$ cat src/rtl/muldiv_seq.sv
// Iterative RV32M multiply/divide sequencer: shift-add multiply and restoring divide,
// XLEN steps per op, followed by a sign-fix cycle and a one-cycle registered result.
module muldiv_seq #(
    parameter int XLEN  = 32,
    parameter int CNT_W = 6
) (
    input  logic            clk,
    input  logic            reset_n,
    input  logic            StartE,
    input  logic [2:0]      funct3E,
    input  logic [XLEN-1:0] SrcAE,
    input  logic [XLEN-1:0] SrcBE,
    input  logic            FlushE,
    output logic            MdStallE,
    output logic            MdValidE,
    output logic [XLEN-1:0] MdResultE
);
    typedef enum logic [1:0] {IDLE = 2'd0, CALC = 2'd1, FIX = 2'd2, DONE = 2'd3} state_t;

    localparam logic [XLEN-1:0] ZERO_C = {XLEN{1'b0}};
    localparam logic [XLEN-1:0] ONES_C = {XLEN{1'b1}};
    localparam logic [XLEN-1:0] MIN_C  = {1'b1, {(XLEN-1){1'b0}}};

    state_t            state_r;
    logic [CNT_W-1:0]  cnt_r;
    logic [2:0]        f3_r;
    logic [XLEN-1:0]   hi_r, lo_r, b_r, res_r;
    logic              neg_a_r, neg_b_r, valid_r;

    logic              accept_s, sign_a_s, sign_b_s, neg_a_s, neg_b_s;
    logic              div_zero_s, ovf_s, special_s;
    logic [XLEN-1:0]   mag_a_s, mag_b_s, special_res_s;
    logic [XLEN:0]     sum_s, shifted_s, diff_s;
    logic [XLEN-1:0]   step_hi_s, step_lo_s, quo_fix_s, rem_fix_s, fix_res_s;
    logic [2*XLEN-1:0] prod_fix_s;

    assign accept_s = StartE & ~FlushE & ((state_r == IDLE) | (state_r == DONE));
    assign MdStallE = ~FlushE & ((state_r == CALC) | (state_r == FIX) | accept_s);
    assign MdValidE = valid_r;
    assign MdResultE = res_r;

    // MULH, MULHSU, DIV, REM treat rs1 as signed; MULH, DIV, REM treat rs2 as signed
    assign sign_a_s = (funct3E == 3'b001) | (funct3E == 3'b010) | (funct3E == 3'b100) | (funct3E == 3'b110);
    assign sign_b_s = (funct3E == 3'b001) | (funct3E == 3'b100) | (funct3E == 3'b110);
    assign neg_a_s  = sign_a_s & SrcAE[XLEN-1];
    assign neg_b_s  = sign_b_s & SrcBE[XLEN-1];
    assign mag_a_s  = neg_a_s ? (ZERO_C - SrcAE) : SrcAE;
    assign mag_b_s  = neg_b_s ? (ZERO_C - SrcBE) : SrcBE;

    assign div_zero_s = funct3E[2] & (SrcBE == ZERO_C);
    assign ovf_s      = funct3E[2] & ~funct3E[0] & (SrcAE == MIN_C) & (SrcBE == ONES_C);
    assign special_s  = div_zero_s | ovf_s;

    // Result of ops that bypass the iteration (divide by zero, signed overflow)
    always_comb begin
        special_res_s = ZERO_C;
        if (div_zero_s) begin
            special_res_s = funct3E[1] ? SrcAE : ONES_C;
        end else begin
            special_res_s = funct3E[1] ? ZERO_C : MIN_C;
        end
    end

    // One iteration step: shift-add for multiply, restoring shift-subtract for divide
    always_comb begin
        sum_s     = {1'b0, hi_r} + (lo_r[0] ? {1'b0, b_r} : {(XLEN+1){1'b0}});
        shifted_s = {hi_r, lo_r[XLEN-1]};
        diff_s    = shifted_s - {1'b0, b_r};
        step_hi_s = sum_s[XLEN:1];
        step_lo_s = {sum_s[0], lo_r[XLEN-1:1]};
        if (f3_r[2]) begin
            step_hi_s = diff_s[XLEN] ? {hi_r[XLEN-2:0], lo_r[XLEN-1]} : diff_s[XLEN-1:0];
            step_lo_s = {lo_r[XLEN-2:0], ~diff_s[XLEN]};
        end else begin
            step_hi_s = sum_s[XLEN:1];
            step_lo_s = {sum_s[0], lo_r[XLEN-1:1]};
        end
    end

    assign prod_fix_s = (neg_a_r ^ neg_b_r) ? ({(2*XLEN){1'b0}} - {hi_r, lo_r}) : {hi_r, lo_r};
    assign quo_fix_s  = (neg_a_r ^ neg_b_r) ? (ZERO_C - lo_r) : lo_r;
    assign rem_fix_s  = neg_a_r ? (ZERO_C - hi_r) : hi_r;

    // Final result select after sign correction
    always_comb begin
        fix_res_s = ZERO_C;
        case (f3_r)
            3'b000:                 fix_res_s = prod_fix_s[XLEN-1:0];
            3'b001, 3'b010, 3'b011: fix_res_s = prod_fix_s[2*XLEN-1:XLEN];
            3'b100, 3'b101:         fix_res_s = quo_fix_s;
            3'b110, 3'b111:         fix_res_s = rem_fix_s;
            default:                fix_res_s = ZERO_C;
        endcase
    end

    // Sequencer FSM and datapath registers
    always_ff @(posedge clk or negedge reset_n) begin
        if (!reset_n) begin
            state_r <= IDLE;
            cnt_r   <= {CNT_W{1'b0}};
            f3_r    <= 3'b000;
            hi_r    <= ZERO_C;
            lo_r    <= ZERO_C;
            b_r     <= ZERO_C;
            res_r   <= ZERO_C;
            neg_a_r <= 1'b0;
            neg_b_r <= 1'b0;
            valid_r <= 1'b0;
        end else if (FlushE) begin
            state_r <= IDLE;
            valid_r <= 1'b0;
        end else begin
            case (state_r)
                IDLE, DONE: begin
                    valid_r <= 1'b0;
                    if (StartE) begin
                        f3_r    <= funct3E;
                        neg_a_r <= neg_a_s;
                        neg_b_r <= neg_b_s;
                        b_r     <= mag_b_s;
                        hi_r    <= ZERO_C;
                        lo_r    <= mag_a_s;
                        cnt_r   <= CNT_W'(XLEN);
                        if (special_s) begin
                            res_r   <= special_res_s;
                            valid_r <= 1'b1;
                            state_r <= DONE;
                        end else begin
                            state_r <= CALC;
                        end
                    end else begin
                        state_r <= IDLE;
                    end
                end
                CALC: begin
                    hi_r  <= step_hi_s;
                    lo_r  <= step_lo_s;
                    cnt_r <= cnt_r - CNT_W'(1);
                    if (cnt_r == CNT_W'(1)) begin
                        state_r <= FIX;
                    end else begin
                        state_r <= CALC;
                    end
                end
                FIX: begin
                    res_r   <= fix_res_s;
                    valid_r <= 1'b1;
                    state_r <= DONE;
                end
                default: begin
                    state_r <= IDLE;
                    valid_r <= 1'b0;
                end
            endcase
        end
    end
endmodule
$ cat config.mk
export PLATFORM = sky130hd
export DESIGN_NAME = muldiv_seq
export DESIGN_NICKNAME = d
export VERILOG_FILES = /design/src/rtl/muldiv_seq.sv
export SDC_FILE = /design/constraint.sdc
export NUM_CORES = 1
export LEC_CHECK = 0
export BUFFER_PORTS_ARGS = -buffer_cell sky130_fd_sc_hd__clkbuf_2
export CORE_MARGIN = 3
export CORE_UTILIZATION = 63
export CTS_BUF_LIST = sky130_fd_sc_hd__clkbuf_16
export DETAILED_ROUTE_END_ITERATION = 7
export PLACE_DENSITY = 0.81
export SLEW_MARGIN = 30
export SYNTH_ARGS = -nofsm -noshare
export SYNTH_HDL_FRONTEND = slang
export SYNTH_SLANG_ARGS = --single-unit
export TNS_END_PERCENT = 1
$ cat constraint.sdc
create_clock -name clk -period 4 [get_ports clk]
set_input_delay 0.6 -clock clk [delete_from_list [all_inputs] [get_ports clk]]
set_output_delay 0.6 -clock clk [all_outputs]
set_load 0.02 [all_outputs]
Word-level counts from Yosys, hierarchy flattened
Cells that the tools add are included.

Add/sub/neg operators: 8. Equal/unequal tests: 19. Multiplexer cells: 31. Bitwise logic cells: 22. Reductions and logical operators: 13.

Operators with widths (number): $mux 32 (15); $pmux 32 s2 (3); $pmux 32 s4 (1); $sub 1x32->32 const A (4); $eq 32x32->1 const B (2); $mux 64 (1); $sub 1x64->64 const A (1); $add 32x32->33 (1); $sub 33x32->33 (1); $logic_not 32->1 (1); $eq 3x3->1 const B (6); $pmux 6 s2 (1); $and 1x1->1 (9); $eq 3x2->1 const B (3); $or 1x1->1 (9); $mux 2 (4); $eq 3x1->1 const B (2); $eq 6x1->1 const B (1); $mux 6 (1); $pmux 2 s3 (1); $reduce_and 3->1 (2); $reduce_or 2->1 (3); $sub 6x1->6 const B (1); $eq 2x2->1 const B (2); 12 further kinds (18).

Register bits after elaboration: 142. Input bits: 71. Word-level logic and storage cells: 103.

Depth between registers and ports, before layout
Gate-level depths: netlist of the first run.

Depth after elaboration: 9. Mapped depth: 14. Mapped depth without buffers: 13.

Worst setup path after synthesis of the first run
OpenSTA, ideal clock, no wires.

Kind: flip-flop to flip-flop. From: register lo_r[0]. To: register hi_r[29]. Arrival time: 3.175 ns. Setup slack: 0.719 ns. Stages on the path, launching flop included: 13. Path buffers: 1. Clock period less this slack: 3.281 ns. Path through: dfrtp_1 > inv_1 > clkbuf_1 > nor2_1 > ha_1 > a2111oi_0 > a21oi_1 > a21oi_1 > a211oi_1 > a311o_1 > and2_1 > mux2i_1 > nor4b_1.

Cells in the longest elaborated chain, start to end: 4.

RTL lines: start: declaration (line 27) `logic [XLEN-1:0] hi_r, lo_r, b_r, res_r;`; start signal: assignment (line 122) `lo_r <= mag_a_s;`; start signal: assignment (line 137) `lo_r <= step_lo_s;`; $mux 32 (line 66) `sum_s = {1'b0, hi_r} + (lo_r[0] ? {1'b0, b_r} : {(XLEN+1){1'b0}});`; $add 32x32->33 (line 66); $mux 32 (line 71) `if (f3_r[2]) begin`; $pmux 32 s2 (line 113) `case (state_r)`; end signal: assignment (line 136) `hi_r <= step_hi_s;`; end: declaration (line 27).

Every way passes these cells. A chain may end at the register's enable or synchronous reset.

Final worst setup path of the first run
From: register lo_r[31]. To: register hi_r[25].

Cells in the longest elaborated chain, start to end: 4.

RTL lines: $sub 33x32->33 (line 68) `diff_s = shifted_s - {1'b0, b_r};`; $mux 32 (line 72) `step_hi_s = diff_s[XLEN] ? {hi_r[XLEN-2:0], lo_r[XLEN-1]} : diff_s[XLEN-1:0];`; $mux 32 (line 71); $pmux 32 s2 (line 113).

Every way passes these cells.

==> results_dict.tcl, run 1 <==
set metrics [dict create \
    rrSetupSlack_ns 0.30 \
    fin_setup_tns_ns 0 \
    rsz0062_at_grt "false" \
    leakagePower_nw 6.91 \
    drv_slew 0 \
    cts_made_buffers 17 \
    crit_type "register to register" \
    start_util_pct 65.2 \
    num_rows 54 \
    grt_max_degree 101 \
    crit_path_max_fanout 15 \
    fillerInstances 1835 \
    hp-class "primary input to async pin" \
    r2r.worst_path.cells 13 \
    syn_area_um2 14500 \
    required_ns 4.28 \
    crit_arrival_ns 3.98 \
    vias_per_cell 6.95 \
    gp_congestion 1.07 \
    synth-main-ff-cell "dfrtp_1" \
    tightest_slew_ns 0.998 \
    insertion_delay_ns 0.44 \
    avgSynthCellArea_um2 7.50 \
    ff_latch_area_um2 3550 \
    fin_skew_ns 0.0134 \
    die_h_um 158 \
    period_needed_ns 3.70 \
    cts_tree "yes" \
    dr.first_iter.drc_count 2606 \
    cts_buffer_depth 2 \
    end_kind "register" \
    pin_count 105 \
    ys_ff_latch 142 \
    max_slew_margin_pct 33.5 \
    hold_buffers 0 \
    place_ws_ns 0.288 \
    clock-root-buffer "clkbuf_16" \
    powerDensity_nw_per_um2 1030 \
    post-cts-setup-buffer-count 0 \
    whs_ns 0.206 \
    worst_slack_ns 0.301 \
    grt_overflow 0 \
    route.detailed.wl_per_inst_um 23.6 \
    async_reset_ff_share_pct 100 \
    synth-edff-count 0 \
    syn_nets 2079 \
    final_common_cell "o21ai_0" \
    dp_hpwl_mm 40.2 \
    maxCapViolCount 0 \
    routed-via-count 15800 \
    yosys_warnings 0 \
    yosysSeqAreaShare_pct 24.5 \
    mostFrequentLayoutCells "o21ai_0, nand2_1, nor2_1, a21oi_1, dfrtp_1" \
    irDropWorstVdd_uv 566 \
    htreeDepth 4 \
    ant_nets 0 \
    cts_resized 0 \
    synth_cell_types 80 \
    path_clk_slew_ns 0.08 \
    drc 0 \
    outcome "finished clean" \
    fp.coreArea_um2 22200 \
    multi_input_area_um2 10100 \
    worstReg2RegEnd "hi_r[25]" \
    drt_pre_antenna_iters 7 \
    grt_pass1_wl_mm 82.0 \
    cts_sinks 142 \
    syn_inst 1933 \
    syn_to_final_growth_pct 9.79 \
    layout.nets 2125 \
    drt-total-wl_mm 53.6 \
    grt_pass1_vias 14300 \
    io_buffer_count 104 \
    antenna_found_initial 3 \
    die_area_um2 24900 \
    reg2reg_from "lo_r[31]" \
    setup_viol 0 \
    grt_use_total_pct 42.5 \
    cp-start-kind "register" \
    die_w_um 158 \
    drive_gt1_share_pct 11.5 \
    post-route-period-util_pct 92.5 \
    fmax_mhz 270 \
    hold_viol_final 0 \
]
-- synthesized netlist by cell type, types with 7 or more instances --
master      n  area (um2)
a211oi_1   15         113
a21o_1     22         165
a21oi_1   152         761
a22oi_1    28         210
a31oi_1    37         231
and3_1     12        75.1
buf_2       8        40.0
buf_4       7        52.6
clkbuf_1  115         432
dfrtp_1   142        3550
ha_1       73         913
inv_1      77         289
mux2i_1    58         581
nand2_1   209         785
nand2b_1   19         119
nand3_1    34         170
nand4_1    33         206
nor2_1    166         623
nor2b_1    10        62.6
nor3_1     46         230
nor4_1     20         125
o211ai_1   18         135
o21a_1     10        75.1
o21ai_0   211        1060
o21ai_1     8        40.0
o21bai_1   10        75.1
o22ai_1    17         106
o31ai_1    22         165
o41ai_1    12         105
or3_1      12        75.1
or4_1      13        97.6
xnor2_1   113         990
xor2_1     78         683
-- cells by family after synthesis --
family	share of synthesized area [%]
buffers and inverters	5.75
DFF	24.5
adders and majority gates	6.58
xor gates and xnor gates	11.5
AOI/OAI and AO/OA	27.3
muxes	4.47
and+or+nand+nor	19.9
-- worst max-delay path by stage --
stage / from / to / slack [ns] / cells past startpoint
after floorplan: lo_r[0] / hi_r[29] / 0.72 / 12
after global placement: SrcBE[0] / MdResultE[12] / 0.34 / 11
after detailed placement: SrcBE[18] / MdResultE[12] / 0.29 / 9
after CTS: lo_r[0] / hi_r[29] / 0.43 / 12
after global routing: lo_r[31] / hi_r[25] / 0.06 / 13
final: lo_r[31] / hi_r[25] / 0.30 / 13
-- critical path, stage by stage (launching register included) --
cell and delay (ns):
dfrtp_1 0.37, inv_1 0.09, ha_1 0.24, fa_1 0.42, nand2b_1 0.19, a21oi_1 0.25, o21ai_1 0.22, a21oi_1 0.27
o211ai_1 0.19, nand4b_1 0.24, and3_1 0.35, buf_4 0.36, mux2i_1 0.23, a211oi_1 0.09
-- where the power goes --
group          switching [W]  internal [W]  leakage, nW
sequential          0.000877       0.00208         1.79
combinational        0.00754       0.00425         4.85
clock               0.000782      0.000827        0.278
total                0.00920       0.00716         6.91
-- flip-flops by register name, summed over array words and instances (netlist names) --
name,count
MdResultE,32
b_r,32
hi_r,32
lo_r,32
cnt_r,6
f3_r,3
state_r,2
MdValidE,1
neg_a_r,1
neg_b_r,1
-- cell type report --
type                       count  area share (%)
clock inverter                15           0.888
multi-input combinational   1579            63.7
tap                          280            2.20
timing repair buffer         162            6.37
sequential                   142            22.3
inverter                      77            1.82
clock buffer                  17            2.67
antenna                        3          0.0472
-- per-stage QoR --
step	std cells	area, um2	utilization, %	power [W]
2_1_floorplan	1933	14500	-	0.0107
3_3_place_gp	2240	15300	69.0	0.0140
3_5_place_dp	2240	15300	69.0	0.0141
4_1_cts	2272	15900	71.6	0.0158
5_1_grt	2273	15900	71.6	0.0173
6_report	2275	15900	71.6	0.0164
-- routing by layer --
| metal | up-vias | share of wire [%] | global-route usage (%) |
|---|---|---|---|
| li1 | 7088 | - | - |
| met1 | 7385 | 42 | 61.3 |
| met2 | 1150 | 41 | 60.3 |
| met3 | 185 | 14 | 15.0 |
| met4 | 2 | 3.5 | 11.9 |
| met5 | - | 0.063 | 0 |
Note: power is estimated with default switching activity, not from simulation.
==> inputs of run 2 (changes only) <==
--- a/config.mk
+++ b/config.mk
@@ -7,10 +7,10 @@
 export LEC_CHECK = 0
 export BUFFER_PORTS_ARGS = -buffer_cell sky130_fd_sc_hd__clkbuf_2
 export CORE_MARGIN = 3
-export CORE_UTILIZATION = 63
+export CORE_UTILIZATION = 57
 export CTS_BUF_LIST = sky130_fd_sc_hd__clkbuf_16
 export DETAILED_ROUTE_END_ITERATION = 7
-export PLACE_DENSITY = 0.81
+export PLACE_DENSITY = 0.77
 export SLEW_MARGIN = 30
 export SYNTH_ARGS = -nofsm -noshare
 export SYNTH_HDL_FRONTEND = slang
==> constraint.sdc (replaced) <==
create_clock -name clk -period 3.1 [get_ports clk]
set_input_delay 0.465 -clock clk [delete_from_list [all_inputs] [get_ports clk]]
set_output_delay 0.465 -clock clk [all_outputs]
set_load 0.02 [all_outputs]
==> run 2 against run 1 <==
  * Routed wire length increased by 9.0%
  * Design area increased by 12%
  * Largest cell class unchanged
  * Critical endpoint is now MdResultE[17]
  * Sequential power increased by 17%
  * Maximum frequency increased by 16%
  * Clock power increased by 42%
  * The run now ends with setup timing left
  * Highest routed layer unchanged
==> results_dict.tcl, run 2 (same netlist as run 1, synthesis figures left out) <==
set metrics [dict create \
    max_stage_delay_ns 0.60 \
    grt_pass1_wl_mm 87.1 \
    grt_use_total_pct 41.4 \
    num_rows 57 \
    fmax_mhz 314 \
    whs_ns 0.0175 \
    drive_gt1_share_pct 22.5 \
    drt_pre_antenna_iters 6 \
    leakagePower_nw 7.92 \
    gp_congestion 1.08 \
    grt_pass1_vias 15500 \
    start_util_pct 58.8 \
    mostFrequentLayoutCells "buf_4, nand2_1, o21ai_0, nor2_1, dfrtp_1" \
    hold_viol_final 0 \
    violations "setup timing" \
    cts_tree "yes" \
    clock-root-buffer "clkbuf_16" \
    pin_count 105 \
    final_common_cell "buf_4" \
    irDropWorstVdd_uv 950 \
    dr.first_iter.drc_count 2427 \
    required_ns 3.42 \
    hp-class "primary input to async pin" \
    antenna_found_initial 1 \
    route.detailed.wl_per_inst_um 23.3 \
    crit_chain "or4_4, or4b_4, or4_4, buf_6, o41ai_2, xor2_1, nor2_1, o21ai_1, a31oi_1" \
    rrSetupSlack_ns -0.09 \
    htreeDepth 4 \
    maxCapViolCount 0 \
    stdcell_area_um2 17900 \
    syn_to_final_growth_pct 23.5 \
    cts_made_buffers 17 \
    fillerInstances 1992 \
    fin_skew_ns 0.0224 \
    r2r.worst_path.cells 9 \
    die_w_um 165 \
    ant_nets 0 \
    path_clk_slew_ns 0.07 \
    grt_max_degree 82 \
    tightest_slew_ns 0.824 \
    slowest_stage "or4b_4" \
    io_buffer_count 104 \
    routed-via-count 16800 \
    cts_buffer_depth 2 \
    reg2reg_from "lo_r[22]" \
    grt_overflow 0 \
    worstReg2RegEnd "MdResultE[17]" \
    powerDensity_nw_per_um2 1350 \
    fp.coreArea_um2 24700 \
    crit_path_max_fanout 6 \
    hold_buffers 0 \
    period_needed_ns 3.19 \
    setup_viol 8 \
    post-route-period-util_pct 103 \
    drv_slew 0 \
    drt-total-wl_mm 58.5 \
    multi_input_area_um2 10500 \
    max_slew_margin_pct 45.0 \
    ff_latch_area_um2 3560 \
    path_common_cell "or4_4" \
    vias_per_cell 6.69 \
    drc 0 \
    die_h_um 165 \
    place_area_um2 16800 \
    end_kind "register" \
    cts_sinks 142 \
    layout.nets 2316 \
    insertion_delay_ns 0.45 \
    dp_hpwl_mm 44.3 \
    worst_slack_ns -0.0859 \
    crit_arrival_ns 3.50 \
    die_area_um2 27400 \
    outcome "finished with violations" \
    cp-start-kind "register" \
    rsz0062_at_grt "true" \
    crit_type "register to register" \
]
## run 2: changes by cell type in the layout (fill, tap and decap cells not counted), sizes merged
cell      delta
inv          -4
bufinv       +2
clkinvlp     -1
diode        -2
clkinv       +3
clkbuf       -1
buf        +192
## run 2: where the power goes
part           total [W]  internal, W  leakage (nW)  switching [W]
clock            0.00228      0.00123         0.300        0.00105
combinational     0.0185      0.00748          5.84         0.0110
sequential       0.00347      0.00269          1.78       0.000779
total             0.0242       0.0114          7.92         0.0128
## run 2: what timing repair did
item	in CTS	in global routing
pin swaps	6	32
endpoints found under the setup margin	35	47
gates resized for setup	16	90
buffers inserted	0	8
## run 2: cell type report
class                   count  area share, %
diodes                      1         0.0140
clock buffers              17           2.38
clock inverters            15           1.08
inverters                  77           1.64
multi-input cells        1579           58.8
flip-flops and latches    142           19.9
well taps                 324           2.26
repair buffers            353           14.0
## run 2: critical path: cells and delay by family, from the launching register on
family | cells | cell delay [ns]
XOR/XNOR | 1 | 0.30
buffers and inverters | 1 | 0.17
AO/OA/AOI/OAI | 3 | 0.53
flip-flops | 1 | 0.38
AND/OR/NAND/NOR | 4 | 1.67
## run 2: per-stage QoR
step                      setup WS, ns  utilization (%)  setup TNS, ns  instances  total power (W)
after detailed placement        -0.198             68.1          -4.30       2467           0.0204
final                          -0.0859             72.5         -0.303       2508           0.0242
after CTS                      -0.0777             70.8         -0.569       2499           0.0228
after global placement          -0.190             68.1          -2.00       2467           0.0202
after global routing            -0.206             72.5          -3.07       2507           0.0256
after floorplan                 0.0120                -              0       1933           0.0138
## run 2: how the worst max path moves through the flow
stage / slack, ns / cells after the start / from / end
final: -0.09 / 9 / lo_r[22] / MdResultE[17]
after global routing: -0.21 / 14 / b_r[7] / hi_r[0]
after CTS: -0.08 / 13 / lo_r[31] / hi_r[28]
after detailed placement: -0.20 / 12 / lo_r[0] / hi_r[30]
after global placement: -0.19 / 14 / SrcBE[1] / MdResultE[27]
after floorplan: 0.01 / 13 / hi_r[12] / hi_r[11]
## run 2: routing by layer
layer  GRT usage [%]  vias up  wire length [um]
met2            60.1     1207             24200
li1                -     7463                 -
met3            13.3      183              7970
met1            58.3     7915             24100
met5               0        -                11
met4            13.2        2              2190
